<file path="config.mk">
export PLATFORM = sky130hd
export DESIGN_NAME = mem_port_arbiter
export DESIGN_NICKNAME = d
export VERILOG_FILES = /design/src/rtl/mem_pkg.sv /design/src/rtl/mem_port_arbiter_load_extend.sv /design/src/rtl/mem_port_arbiter.sv
export SDC_FILE = /design/constraint.sdc
export NUM_CORES = 1
export LEC_CHECK = 0
export BUFFER_PORTS_ARGS = -buffer_cell sky130_fd_sc_hd__buf_2
export CORE_AREA = 2 2 107 109
export CTS_BUF_LIST = sky130_fd_sc_hd__clkbuf_4 sky130_fd_sc_hd__clkbuf_8
export CTS_CLUSTER_DIAMETER = 30
export DETAILED_ROUTE_END_ITERATION = 10
export DIE_AREA = 0 0 109 111
export PLACE_DENSITY_LB_ADDON = 0.2
export SLEW_MARGIN = 10
export SYNTH_ARGS = -nofsm -noshare
export SYNTH_HDL_FRONTEND = slang
export SYNTH_SLANG_ARGS = --single-unit
</file>
<file path="constraint.sdc">
create_clock -name clk -period 2.15 [get_ports clk]
set_input_delay 0 -clock clk [delete_from_list [all_inputs] [get_ports clk]]
set_output_delay 0 -clock clk [all_outputs]
set_load 0.01 [all_outputs]
</file>
<file path="src/rtl/mem_pkg.sv">
// Shared constants and state encoding for the instruction/data memory port arbiter.
package mem_pkg;

  localparam logic [1:0] BYTE = 2'h0;
  localparam logic [1:0] HALF = 2'h1;
  localparam logic [1:0] WORD = 2'h2;

  localparam logic [2:0] LB  = 3'b000;
  localparam logic [2:0] LH  = 3'b001;
  localparam logic [2:0] LW  = 3'b010;
  localparam logic [2:0] LBU = 3'b100;
  localparam logic [2:0] LHU = 3'b101;
  localparam logic [2:0] SB  = 3'b000;
  localparam logic [2:0] SH  = 3'b001;
  localparam logic [2:0] SW  = 3'b010;

  typedef enum logic [1:0] {
    IDLE    = 2'd0,
    IF_RESP = 2'd1,
    LS_RESP = 2'd2
  } state_t;

endpackage

</file>
<file path="src/rtl/mem_port_arbiter_load_extend.sv">
// Sign/zero extension of right-justified load data according to RISC-V funct3.
module load_extend
  import mem_pkg::*;
#(
  parameter int unsigned WORD_SIZE = 32
) (
  input  logic [2:0]           i_funct3,
  input  logic [WORD_SIZE-1:0] i_raw,
  output logic [WORD_SIZE-1:0] o_data
);

  always_comb begin
    o_data = i_raw;
    case (i_funct3)
      LB:      o_data = {{(WORD_SIZE - 8){i_raw[7]}}, i_raw[7:0]};
      LH:      o_data = {{(WORD_SIZE - 16){i_raw[15]}}, i_raw[15:0]};
      LBU:     o_data = {{(WORD_SIZE - 8){1'b0}}, i_raw[7:0]};
      LHU:     o_data = {{(WORD_SIZE - 16){1'b0}}, i_raw[15:0]};
      default: o_data = i_raw;
    endcase
  end

endmodule

</file>
<file path="src/rtl/mem_port_arbiter.sv">
// Arbitrates the single-port I/D memory between fetch and load/store, LS priority with an
// IF starvation guard; responses are registered and arrive exactly one cycle after grant.
module mem_port_arbiter
  import mem_pkg::*;
#(
  parameter int unsigned WORD_SIZE    = 32,
  parameter int unsigned STARVE_LIMIT = 4
) (
  input  logic                 clk,
  input  logic                 rst,
  input  logic                 if_req,
  input  logic [WORD_SIZE-1:0] if_addr,
  output logic                 if_gnt,
  output logic                 if_rvalid,
  output logic [WORD_SIZE-1:0] if_rdata,
  output logic                 if_err,
  input  logic                 ls_req,
  input  logic                 ls_we,
  input  logic [WORD_SIZE-1:0] ls_addr,
  input  logic [WORD_SIZE-1:0] ls_wdata,
  input  logic [2:0]           ls_funct3,
  output logic                 ls_gnt,
  output logic                 ls_rvalid,
  output logic [WORD_SIZE-1:0] ls_rdata,
  output logic                 ls_err,
  output logic                 mem_write_en,
  output logic [WORD_SIZE-1:0] mem_addr,
  output logic [WORD_SIZE-1:0] mem_write_data,
  output logic [1:0]           mem_ctrl,
  input  logic [WORD_SIZE-1:0] mem_data
);

  localparam int unsigned CNT_W = $clog2(STARVE_LIMIT + 1);
  localparam logic [CNT_W-1:0] CNT_MAX = CNT_W'(STARVE_LIMIT);

  state_t                 r_state, w_state_next;
  logic [CNT_W-1:0]       r_starve_cnt, w_starve_cnt_next;
  logic                   r_if_err, r_ls_err;
  logic [WORD_SIZE-1:0]   r_if_rdata, r_ls_rdata;
  logic                   w_ls_gnt, w_if_gnt;
  logic                   w_f3_ok, w_align_ok, w_ls_legal, w_if_aligned;
  logic [WORD_SIZE-1:0]   w_ext;

  // IF only overrides LS once LS has won STARVE_LIMIT times in a row against it.
  assign w_ls_gnt     = ls_req && !(if_req && (r_starve_cnt == CNT_MAX));
  assign w_if_gnt     = if_req && !w_ls_gnt;
  assign w_if_aligned = (if_addr[1:0] == 2'b00);

  always_comb begin
    w_f3_ok = 1'b0;
    case (ls_funct3)
      LB, LH, LW: w_f3_ok = 1'b1;
      LBU, LHU:   w_f3_ok = !ls_we;
      default:    w_f3_ok = 1'b0;
    endcase
    w_align_ok = 1'b1;
    case (ls_funct3[1:0])
      HALF:    w_align_ok = !ls_addr[0];
      WORD:    w_align_ok = (ls_addr[1:0] == 2'b00);
      default: w_align_ok = 1'b1;
    endcase
    w_ls_legal = w_f3_ok && w_align_ok;
  end

  always_comb begin
    mem_write_en   = 1'b0;
    mem_addr       = '0;
    mem_ctrl       = WORD;
    mem_write_data = ls_wdata;
    if (w_ls_gnt) begin
      mem_write_en = ls_we && w_ls_legal;
      mem_addr     = ls_addr;
      mem_ctrl     = ls_funct3[1:0];
    end else if (w_if_gnt) begin
      mem_addr = if_addr;
    end
  end

  load_extend #(
    .WORD_SIZE(WORD_SIZE)
  ) u_load_extend (
    .i_funct3(ls_funct3),
    .i_raw   (mem_data),
    .o_data  (w_ext)
  );

  always_comb begin
    w_state_next = IDLE;
    if (w_ls_gnt) begin
      w_state_next = LS_RESP;
    end else if (w_if_gnt) begin
      w_state_next = IF_RESP;
    end

    w_starve_cnt_next = r_starve_cnt;
    if (w_if_gnt || !if_req) begin
      w_starve_cnt_next = '0;
    end else if (w_ls_gnt && (r_starve_cnt != CNT_MAX)) begin
      w_starve_cnt_next = r_starve_cnt + CNT_W'(1);
    end
  end

  always_ff @(posedge clk or posedge rst) begin
    if (rst) begin
      r_state      <= IDLE;
      r_starve_cnt <= '0;
      r_if_err     <= 1'b0;
      r_if_rdata   <= '0;
      r_ls_err     <= 1'b0;
      r_ls_rdata   <= '0;
    end else begin
      r_state      <= w_state_next;
      r_starve_cnt <= w_starve_cnt_next;
      if (w_if_gnt) begin
        r_if_err   <= !w_if_aligned;
        r_if_rdata <= w_if_aligned ? mem_data : '0;
      end
      if (w_ls_gnt) begin
        r_ls_err   <= !w_ls_legal;
        r_ls_rdata <= (w_ls_legal && !ls_we) ? w_ext : '0;
      end
    end
  end

  assign if_gnt    = w_if_gnt;
  assign ls_gnt    = w_ls_gnt;
  assign if_rvalid = (r_state == IF_RESP);
  assign ls_rvalid = (r_state == LS_RESP);
  assign if_rdata  = r_if_rdata;
  assign if_err    = r_if_err;
  assign ls_rdata  = r_ls_rdata;
  assign ls_err    = r_ls_err;

endmodule

</file>
# == Word level (Yosys, flattened, before mapping) ==
# Cells that the tools add are included.
# op_classes
addsub,1
eq_ne,10
muxes,13
n_reduce_logical,21
# op_table
op,n
$mux W32,4
$pmux W32 S4,1
$eq A3 B3 Y1 const B,3
$logic_and A1 B1 Y1,7
$logic_not A1 Y1,7
$mux W3,2
$eq A2 B1 Y1 const B,2
$eq A2 B2 Y1 const B,2
$logic_not A2 Y1,2
$mux W2,2
$pmux W1 S2,2
$add A3 B1 Y3 const B,1
$eq A3 B1 Y1 const B,1
$eq A3 B2 Y1 const B,1
$logic_not A3 Y1,1
$ne A3 B3 Y1 const B,1
$reduce_or A3 Y1,1
$mux W1,2
$reduce_bool A2 Y1,1
$reduce_or A2 Y1,1
$logic_or A1 B1 Y1,1
# totals
ff_bits,71

# == Depth between registers and ports, before layout ==
# Gate-level depths: netlist (run 1).
# logic_depth
word_depth,8
ltp_mapped,8

# == By module ==
# Synthesis (run 1) repeated with hierarchy kept, for this count alone.
# hier_totals
cells_unflattened,366
hier_area_um2,3915.0
# by_module_without_submodules
module,instances,cells_per_inst,area_per_inst_um2,seq_area_each_um2
mem_port_arbiter,1,299,3559.7,1776.7
load_extend,1,67,355.3,0.0

# == Least setup slack after synthesis (run 1) ==
# Ideal clock, no wire load.
# synth_timing
path_kind,register -> register
from,register r_starve_cnt[0]
to,"register r_if_rdata[0], in the netlist if_rdata[0]"
setup_time_ps,64
arrival_ps,1507
t_required_ps,2086
setup_slack_ps,579
stages_incl_launch_ff,7
n_path_buf,1
synth_period_minus_slack_ps,1571
cell_sequence,dfrtp_1 inv_1 ha_1 nand2_2 a2111oi_4 buf_6 a22o_2
# synth_between
elab_chain_len,6
# synth_rtl
element,line_no,text
from (decl),mem_port_arbiter.sv:37,"logic [CNT_W-1:0] r_starve_cnt, w_starve_cnt_next;"
from (signal assigned),mem_port_arbiter.sv:113,r_starve_cnt <= w_starve_cnt_next;
$eq A3 B3 Y1,mem_port_arbiter.sv:45,assign w_ls_gnt = ls_req && !(if_req && (r_starve_cnt == CNT_MAX));
$logic_and A1 B1 Y1,mem_port_arbiter.sv:45,
$logic_not A1 Y1,mem_port_arbiter.sv:45,
$logic_and A1 B1 Y1,mem_port_arbiter.sv:45,
$logic_not A1 Y1,mem_port_arbiter.sv:46,assign w_if_gnt = if_req && !w_ls_gnt;
$logic_and A1 B1 Y1,mem_port_arbiter.sv:46,
to (signal assigned),mem_port_arbiter.sv:116,r_if_rdata <= w_if_aligned ? mem_data : '0;
to (decl),mem_port_arbiter.sv:39,"logic [WORD_SIZE-1:0] r_if_rdata, r_ls_rdata;"
# Every way passes these cells.
# A chain may end at the register's enable or synchronous reset.

# == Worst setup path after layout (run 1) ==
# layout_timing
from,register r_starve_cnt[0]
to,output mem_write_en
# layout_between
elab_chain_len,5
# layout_rtl
element,line_no,text
$eq A3 B3 Y1,mem_port_arbiter.sv:45,
$logic_and A1 B1 Y1,mem_port_arbiter.sv:45,
$logic_not A1 Y1,mem_port_arbiter.sv:45,
$logic_and A1 B1 Y1,mem_port_arbiter.sv:45,
$mux W1,mem_port_arbiter.sv:70,if (w_ls_gnt) begin
to (decl),mem_port_arbiter.sv:26,"output logic mem_write_en,"
# Every way passes these cells.

==> impl_metrics.py, run 1 <==
metrics = {
    "synthesis": {
        "async_flop_share_pct": 100.0,
        "syn_inst": 342,
        "synth_compound_area_share_pct": 33.67,
        "synth_top_family_by_area": "compound AO/OA/AOI/OAI gates",
        "ys_warn_count": 0,
        "yosys.area_share.simple_pct": 4.881,
        "synthMuxAreaShare_pct": 0,
        "avgSynthCellArea_sq_um": 10.94,
        "synth_area_sq_um": 3742,
        "ys_seq_area_share_pct": 47.48,
        "synth_nets": 483,
        "synth-main-ff-cell": "dfrtp_1",
        "synthAdderAreaFrac_pct": 1.672,
        "synth_edf_count": 0,
        "synth_xor_area_share_pct": 0.2340,
        "ys_ff_latch": 71,
        "synth_cell_types": 38,
    },
    "timing": {
        "skew_ns": 0.01607,
        "setup_viol": 0,
        "tns_ns": 0,
        "setup_ws_ns": 0.1717,
        "relSlewSlack_pct": 25.89,
        "fmax_ghz": 0.5055,
        "tightest_slew_ns": 1.112,
        "rsz0062_at_grt": "false",
        "fin_crit_sh_pct": 92.01,
        "slew_violations": 0,
        "fin_crit_ns": 1.978,
        "hold_viol_final": 0,
    },
    "global_routing": {
        "grt_pass1_wl_um": 19820,
        "antenna_found_initial": 0,
        "grt_max_degree": 39,
        "grt_pass1_vias": 3678,
        "grt_usage_pct": 21.01,
        "grt_remaining_overflow": 0,
    },
    "drt": {
        "ant_nets": 0,
        "vias": 3627,
        "drc": 0,
        "vias_per_cell": 5.295,
        "drtIter0Drc": 181,
        "routedWlPerCell_um": 18.68,
        "first_pass_iters": 5,
        "finalWirelength_um": 12800,
    },
    "floorplanning": {
        "core_area_sq_um": 11080,
        "die_area_sq_um": 12100,
        "ioPinCount": 273,
        "die_x_um": 109,
        "dieHeight_um": 111,
        "start_util_pct": 33.79,
        "num_rows": 39,
    },
    "finish": {
        "area_delta_synth_final_pct": 38.85,
        "fin_util_pct": 46.91,
        "drive_above_1_share_pct": 49.82,
        "antennaDiodeCount": 0,
        "nets": 678,
    },
    "setup_path": {
        "worst_ep_required_time_ns": 2.15,
        "critPathArrivalTime_ns": 1.98,
        "reg2reg_from": "r_starve_cnt[0]",
        "start_kind": "flop",
        "path_class": "reg2out",
        "rr_worst_depth": 6,
        "rrSetupSlack_ns": 0.36,
        "startpoint": "r_starve_cnt[0]",
        "cp-end-kind": "output port",
        "path_max_fanout": 38,
        "r2r-end": "if_rdata[2]",
    },
    "place": {
        "pre_cts_slack_ns": 0.1865,
        "finalWeightedCongestion": 0.7685,
        "portBuffers": 208,
        "dp_hpwl_um": 9222,
    },
    "clock_network": {
        "cts.clk_slew.worst_paths_ns": 0.06,
        "cts_buffer_depth": 2,
        "clk_latency_ns": 0.34,
        "cts_root_buf": "clkbuf_8",
        "htreeDepth": 3,
        "cts_buffers": 9,
        "cts_tree": "built",
        "cts.sinks": 71,
    },
    "power_and_ir_drop": {
        "p_leak_nw": 2.751,
        "p_per_area_nw_per_um2": 655.6,
        "ir_drop_v": 0.0003436,
    },
    "run": {
        "maxCapViolCount": 0,
    },
    "min_path": {
        "hp-class": "in2out",
        "whs_path_depth": 0,
        "min-delay-start": "ls_wdata[17]",
        "min_to": "mem_write_data[17]",
    },
    "run_status": {
        "status": "finished, final reports clean",
    },
}
per-layer routing:
metal,share of wire [%],global-route usage (%),vias up
li1,-,-,1678
met1,41,25.76,1761
met3,6.8,4.938,8
met2,52,37.02,180
met5,0,0,-
met4,0.83,4.530,0
repair_timing:
action	4_1_cts	5_1_grt
endpoints found under the setup margin	2	32
gates resized for setup	1	2
endpoints found under the hold margin	79	0
hold buffers	34	0
buffers inserted	0	0
cloned	0	0
power by group:
part / internal, W / switching [W] / leakage (nW) / total (W)
logic: 0.000337 / 0.000396 / 1.68 / 0.000733
registers: 0.00142 / 0.0000435 / 0.957 / 0.00146
clock network: 0.000692 / 0.000523 / 0.113 / 0.00121
total: 0.00244 / 0.000963 / 2.75 / 0.00341
kinds of logic after synthesis:
group           Yosys count
xor+xnor                  1
buf+inv                  76
compound gates          160
fa+ha+maj                 5
flops                    71
simple gates             29
placed cells by master (no fill, tap or decap), drive strengths merged, types with 2 or more instances in the layout:
| cell | n |
|---|---|
| a21o | 2 |
| inv | 13 |
| nor3 | 3 |
| nor3b | 2 |
| dfrtp | 71 |
| dlygate4sd3 | 34 |
| and3 | 2 |
| nor2 | 2 |
| bufinv | 2 |
| o41ai | 24 |
| nor2b | 3 |
| a22oi | 16 |
| o21ai | 32 |
| a22o | 65 |
| buf | 215 |
| nand2 | 3 |
| nand3 | 9 |
| o31ai | 8 |
| a21oi | 10 |
| ha | 5 |
| nand2b | 2 |
| clkbuf | 10 |
how the worst max path moves through the flow:
stage                               to
after CTS                  mem_addr[0]
after floorplan                 if_err
final                     mem_write_en
after detailed placement  ls_rdata[17]
after global placement    ls_rdata[12]
after global routing      mem_write_en
cell type report:
| cell class | instances | area (sq um) |
|---|---|---|
| clock buffers | 10 | 137.6 |
| clock inverters | 6 | 90.09 |
| fillers | 1048 | 5881 |
| inverters | 11 | 46.29 |
| multi-input cells | 195 | 1520 |
| flip-flops and latches | 71 | 1777 |
| well taps | 143 | 178.9 |
| repair buffers | 249 | 1446 |
critical path, cell delays in order (launching register included):
cell,delay (ns)
dfrtp_1,0.37
inv_1,0.06
ha_1,0.23
nand3_2,0.20
nand2_2,0.11
inv_4,0.30
and4_1,0.25
buf_2,0.13
state kept, by name, indices dropped and copies added (netlist names):
register and cells:
r_state 2, ls_err 1, ls_rdata 32, if_rdata 32
if_err 1, r_starve_cnt 3
cells in the mapped netlist, types with 3 or more instances:
library cell  number  area [sq um]
buf_1              3         11.26
ha_1               5         62.56
a22oi_1           16         120.1
o31ai_1            8         60.06
a22o_1            38         332.8
buf_2             16         80.08
dfrtp_1           71          1777
a21oi_1           10         50.05
nor3_1             3         15.01
o41ai_1           24         210.2
nor2b_1            3         18.77
buf_4             33         247.7
inv_1              9         33.78
clkbuf_1          10         37.54
buf_6              3         33.78
o21ai_0           32         160.2
a22o_2            27         270.3
nand3_1            8         40.04
stage by stage:
stage	std cells	cell area (sq um)	total power (W)	hold WS [ns]
after floorplan	342	3742	0.001904	0.09177
after global placement	635	4623	0.002165	0.00006862
after detailed placement	635	4623	0.002174	0.00006862
after CTS	685	5194	0.003446	0.00006862
after global routing	685	5196	0.003586	0.00003013
final	685	5196	0.003407	0.000003456
Power figures use the tool's default switching activity.
==> inputs of run 2 (changes only) <==
--- a/config.mk
+++ b/config.mk
@@ -6,11 +6,11 @@
 export NUM_CORES = 1
 export LEC_CHECK = 0
 export BUFFER_PORTS_ARGS = -buffer_cell sky130_fd_sc_hd__buf_2
-export CORE_AREA = 2 2 107 109
+export CORE_AREA = 2 2 106 108
 export CTS_BUF_LIST = sky130_fd_sc_hd__clkbuf_4 sky130_fd_sc_hd__clkbuf_8
 export CTS_CLUSTER_DIAMETER = 30
 export DETAILED_ROUTE_END_ITERATION = 10
-export DIE_AREA = 0 0 109 111
+export DIE_AREA = 0 0 108 110
 export PLACE_DENSITY_LB_ADDON = 0.2
 export SLEW_MARGIN = 10
 export SYNTH_ARGS = -nofsm -noshare
==> constraint.sdc (replaced) <==
create_clock -name clk -period 2.3 [get_ports clk]
set_input_delay 0 -clock clk [delete_from_list [all_inputs] [get_ports clk]]
set_output_delay 0 -clock clk [all_outputs]
set_load 0.01 [all_outputs]
==> run 2 against run 1 <==
Effect of this change:
- die area decreased by 1.8%
- combinational power decreased by 5.7%
- clock power decreased by 22%
- power decreased by 12%
- sequential power decreased by 7%
- routed wire length increased by 8.1%
- largest power group unchanged
==> impl_metrics.py, run 2 (synthesis results as in run 1) <==
metrics = {
    "clock_network": {
        "clk_latency_ns": 0.35,
        "cts_buffers": 9,
        "htreeDepth": 3,
        "cts_buffer_depth": 2,
        "cts_tree": "built",
        "cts_root_buf": "clkbuf_8",
        "cts.clk_slew.worst_paths_ns": 0.08,
        "cts_setup_buffers": 0,
        "cts.sinks": 71,
    },
    "place": {
        "post-place-cells": 632,
        "finalWeightedCongestion": 0.8298,
        "portBuffers": 208,
        "dp_hpwl_um": 9813,
    },
    "power_and_ir_drop": {
        "ir_drop_v": 0.0002462,
        "p_leak_nw": 2.734,
        "p_per_area_nw_per_um2": 582.9,
    },
    "setup_path": {
        "crit_chain": "inv_1, ha_1, nand2_2, a21o_2, inv_4, a22o_1, buf_2",
        "slowest_stage": "dfrtp_1",
        "cp-end-kind": "output port",
        "path_max_fanout": 34,
        "worst_ep_required_time_ns": 2.30,
        "path_class": "reg2out",
        "critPathArrivalTime_ns": 2.11,
        "slowest_delay_ns": 0.41,
        "rr_worst_depth": 6,
        "start_kind": "flop",
    },
    "floorplanning": {
        "die_area_sq_um": 11880,
        "start_util_pct": 34.98,
        "core_area_sq_um": 10700,
        "dieHeight_um": 110,
        "num_rows": 38,
        "ioPinCount": 273,
        "die_x_um": 108,
    },
    "timing": {
        "fmax_ghz": 0.4741,
        "relSlewSlack_pct": 19.31,
        "fin_crit_ns": 2.109,
        "fin_crit_sh_pct": 91.70,
        "rsz0062_at_grt": "false",
        "hold_viol_final": 0,
        "skew_ns": 0.008675,
        "tns_ns": 0,
        "setup_viol": 0,
        "tightest_slew_ns": 1.210,
        "slew_violations": 0,
    },
    "global_routing": {
        "antenna_found_initial": 0,
        "grt_usage_pct": 22.49,
        "grt_pass1_wl_um": 20010,
        "grt_pass1_vias": 3674,
        "grt_remaining_overflow": 0,
        "grt_max_degree": 49,
    },
    "drt": {
        "vias_per_cell": 5.405,
        "routedWlPerCell_um": 20.27,
        "drc": 0,
        "ant_nets": 0,
        "drtIter0Drc": 215,
        "finalWirelength_um": 13830,
        "vias": 3686,
        "first_pass_iters": 4,
    },
    "finish": {
        "drive_above_1_share_pct": 49.82,
        "stdcell_count": 682,
        "final_common_cell": "buf_2",
        "layout_common_cells": "208 x buf_2, 71 x dfrtp_1, 38 x a22o_1, 34 x dlygate4sd3_1, 32 x o21ai_0",
        "area_delta_synth_final_pct": 37.58,
        "antennaDiodeCount": 0,
        "nets": 678,
    },
    "run_status": {
        "status": "finished, final reports clean",
    },
    "min_path": {
        "whs_path_depth": 0,
        "hp-class": "in2out",
    },
    "run": {
        "maxCapViolCount": 0,
    },
}
[run 2: cell types whose count changed in the layout (fill, tap and decap cells not counted)]
cell       change
inv_6          -2
clkbuf_4       +2
clkbuf_8       +1
bufinv_16      -2
clkinv_2       +1
[run 2: final timing paths]
check | from | to | slack [ns]
setup / recovery | r_starve_cnt[0] | mem_addr[9] | 0.19
hold / removal | ls_wdata[8] | mem_write_data[8] | 0.000003
setup reg to reg | r_starve_cnt[0] | if_rdata[30] | 0.47
hold reg to reg | r_starve_cnt[0] | r_starve_cnt[0] | 0.49
max in group asynchronous | rst | if_rdata[29] | 1.41
min in group asynchronous | rst | ls_rdata[2] | 0.24
[run 2: metal layers]
layer,wire length [um],track usage (%)
met5,0,0
met4,335,9.341
met3,1080,5.761
met2,7312,39.89
met1,5099,25.86
[run 2: report_power, final]
group	internal [W]	total (W)	switching (W)	leakage, nW
Sequential	0.00132	0.00136	0.0000408	0.957
Combinational	0.000314	0.000691	0.000377	1.68
Clock	0.000472	0.000946	0.000474	0.0963
Total	0.00211	0.00300	0.000892	2.73
[run 2: critical path: cells and delay by family, from the launching register on]
kind,cells,cell delay [ns]
AO/OA/AOI/OAI,2,0.56
adder cells (fa/ha/maj),1,0.21
buffers and inverters,3,0.49
flip-flops,1,0.41
AND/OR/NAND/NOR,1,0.09
[run 2: what timing repair did]
action / 4_1_cts / 5_1_grt
hold endpoints to repair: 72 / 0
setup endpoints to repair: 4 / 33
resized for setup: 1 / 2
cloned: 0 / 0
hold buffers: 34 / 0
[run 2: final cells by class]
class	count	area, sq um
timing repair buffer	249	1446
tap	140	175.2
clock buffer	13	166.4
clock inverter	3	17.52
multi-input combinational	195	1520
inverter	11	46.29
fill	1009	5549
sequential	71	1777
[run 2: stage by stage]
step	setup WS [ns]	hold WS, ns	instance area [sq um]	utilization (%)	total power, W
2_1_floorplan	0.5034	0.09177	3742	-	0.001780
3_3_place_gp	0.4540	0.00006862	4619	43.18	0.002026
3_5_place_dp	0.3995	0.00006862	4619	43.18	0.002036
4_1_cts	0.04670	0.00006862	5146	48.11	0.003034
5_1_grt	0.05996	0.00002589	5149	48.13	0.003156
6_report	0.1908	0.000003262	5149	48.13	0.003001
==> inputs of run 3 (changes only) <==
--- a/config.mk
+++ b/config.mk
@@ -7,7 +7,7 @@
 export LEC_CHECK = 0
 export BUFFER_PORTS_ARGS = -buffer_cell sky130_fd_sc_hd__buf_2
 export CORE_AREA = 2 2 106 108
-export CTS_BUF_LIST = sky130_fd_sc_hd__clkbuf_4 sky130_fd_sc_hd__clkbuf_8
+export CTS_BUF_LIST = sky130_fd_sc_hd__clkbuf_2 sky130_fd_sc_hd__clkbuf_4 sky130_fd_sc_hd__clkbuf_8
 export CTS_CLUSTER_DIAMETER = 30
 export DETAILED_ROUTE_END_ITERATION = 10
 export DIE_AREA = 0 0 108 110
==> constraint.sdc (replaced) <==
create_clock -name clk -period 2.5 [get_ports clk]
set_input_delay 0 -clock clk [delete_from_list [all_inputs] [get_ports clk]]
set_output_delay 0 -clock clk [all_outputs]
set_load 0.01 [all_outputs]
==> run 3 against run 2 <==
Effect of this change:
- cell count shrank 0.29%
- highest routed layer unchanged
- register-to-register slack gained 0.26 ns
- sequential cell count is the same
- combinational power shrank 8.8%
- hold slack is the same
- die area is the same
- clock power shrank 11%
- setup slack gained 0.11 ns
- largest cell class unchanged
==> impl_metrics.py, run 3 (synthesis results as in run 1) <==
metrics = {
    "run_status": {
        "status": "finished, final reports clean",
    },
    "clock_network": {
        "htreeDepth": 3,
        "cts_buffers": 9,
        "cts.sinks": 71,
        "cts_root_buf": "clkbuf_8",
        "cts.clk_slew.worst_paths_ns": 0.06,
        "clk_latency_ns": 0.35,
        "cts_setup_buffers": 0,
        "cts_tree": "built",
        "cts_buffer_depth": 2,
    },
    "timing": {
        "setup_viol": 0,
        "fin_crit_ns": 2.201,
        "fmax_ghz": 0.4544,
        "fin_crit_sh_pct": 88.04,
        "relSlewSlack_pct": 21.79,
        "slew_violations": 0,
        "tns_ns": 0,
        "tightest_slew_ns": 1.173,
        "rsz0062_at_grt": "false",
        "skew_ns": 0.009143,
        "hold_viol_final": 0,
    },
    "place": {
        "portBuffers": 208,
        "finalWeightedCongestion": 0.8301,
        "dp_hpwl_um": 9811,
    },
    "global_routing": {
        "grt_max_degree": 39,
        "grtUsageMet2_pct": 39.76,
        "grt_remaining_overflow": 0,
        "grt_pass1_vias": 3533,
        "grt_usage_pct": 22.10,
        "grt_pass1_wl_um": 19790,
        "grt_busiest_layer": "met2",
        "met3_usage_pct": 4.938,
        "met1_usage_pct": 25.55,
        "antenna_found_initial": 0,
    },
    "finish": {
        "fin_util_pct": 47.87,
        "nets": 678,
        "antennaDiodeCount": 0,
        "fillCellCount": 1035,
        "drive_above_1_share_pct": 49.63,
        "final_common_cell": "buf_2",
        "layout_common_cells": "208 x buf_2, 71 x dfrtp_1, 38 x a22o_1, 34 x dlygate4sd3_1, 32 x o21ai_0",
        "area_delta_synth_final_pct": 36.84,
    },
    "setup_path": {
        "worst_ep_required_time_ns": 2.50,
        "path_class": "reg2out",
        "path_max_fanout": 38,
        "start_kind": "flop",
        "critPathArrivalTime_ns": 2.20,
        "rrSetupSlack_ns": 0.73,
        "slowest_stage": "inv_2",
        "crit_chain": "inv_1, ha_1, nand3_2, nand2_2, inv_2, and4_1, buf_2",
        "cp_top_family": "buffers and inverters",
        "cp-end-kind": "output port",
        "slowest_delay_ns": 0.47,
        "cp_num_buf_inv": 3,
    },
    "power_and_ir_drop": {
        "p_leak_nw": 2.725,
        "p_per_area_nw_per_um2": 532.3,
        "clockPowerShare_pct": 30.8,
        "switching_share_pct": 29.21,
        "p_comb_share_pct": 23.1,
        "seq_power_share_pct": 46.0,
        "ir_drop_v": 0.0002043,
        "p_sw_w": 0.0007962,
        "p_int_w": 0.001930,
        "p_total_w": 0.002726,
    },
    "floorplanning": {
        "start_util_pct": 34.98,
        "dieHeight_um": 110,
        "ioPinCount": 273,
        "die_area_sq_um": 11880,
        "core_area_sq_um": 10700,
        "die_x_um": 108,
        "num_rows": 38,
    },
    "drt": {
        "finalWirelength_um": 13480,
        "vias": 3634,
        "drc": 0,
        "routedWlPerCell_um": 19.82,
        "first_pass_iters": 5,
        "ant_nets": 0,
        "drtIter0Drc": 256,
        "vias_per_cell": 5.344,
    },
    "min_path": {
        "hp-class": "in2out",
    },
    "run": {
        "maxCapViolCount": 0,
    },
}
## run 3: stage by stage
step                worst slack [ns]  instance area (sq um)  hold WS [ns]  instances
floorplan                     0.7034                   3742       0.09177        342
global placement              0.5724                   4607    0.00006862        632
detailed placement            0.5244                   4607    0.00006862        632
CTS                           0.1439                   5119    0.00006862        680
global route                 0.09996                   5121    0.00002589        680
finish                        0.2991                   5121   0.000003262        680
## run 3: power by group through the flow
stage | Clock, W | Combinational (W) | Sequential, W
floorplan | 0 | 0.000331 | 0.00131
global placement | 0 | 0.000587 | 0.00127
detailed placement | 0 | 0.000594 | 0.00128
CTS | 0.000865 | 0.000636 | 0.00125
global route | 0.000903 | 0.000688 | 0.00126
finish | 0.000841 | 0.000630 | 0.00126
## run 3: area by class of cell
class | count | area [sq um] | share of cell area, %
tap | 140 | 175.2 | 3.420
timing repair buffer | 249 | 1434 | 28.00
multi-input combinational | 195 | 1520 | 29.68
inverter | 11 | 43.79 | 0.8551
clock inverter | 1 | 5.005 | 0.09773
clock buffer | 13 | 166.4 | 3.249
sequential | 71 | 1777 | 34.69
## run 3: routing by layer
layer | up-vias | share of wire, %
met4 | 0 | 1.7
met1 | 1787 | 38
met2 | 158 | 53
met3 | 12 | 6.7
met5 | - | 0
li1 | 1677 | -
## run 3: worst register-to-register path, stage by stage, from the launching register on
cell and delay (ns):
dfrtp_1 0.40, inv_1 0.06, ha_1 0.20, nand2_2 0.09, a2111oi_4 0.33, buf_4 0.40
a22o_2 0.23
## run 3: final timing paths
check,start,to,cells past startpoint
max in group asynchronous,rst,ls_rdata[14],4
setup reg to reg,r_starve_cnt[0],if_rdata[10],6
hold reg to reg,r_starve_cnt[0],r_starve_cnt[0],1
setup / recovery,r_starve_cnt[0],mem_write_en,7
hold / removal,ls_wdata[8],mem_write_data[8],0
min in group asynchronous,rst,if_rdata[27],3
## run 3: timing repair
| item | 4_1_cts | 5_1_grt |
|---|---|---|
| setup endpoints to repair | 0 | 1 |
| hold buffers | 34 | 0 |
| resized for setup | 0 | 2 |
| endpoints found under the hold margin | 74 | 0 |
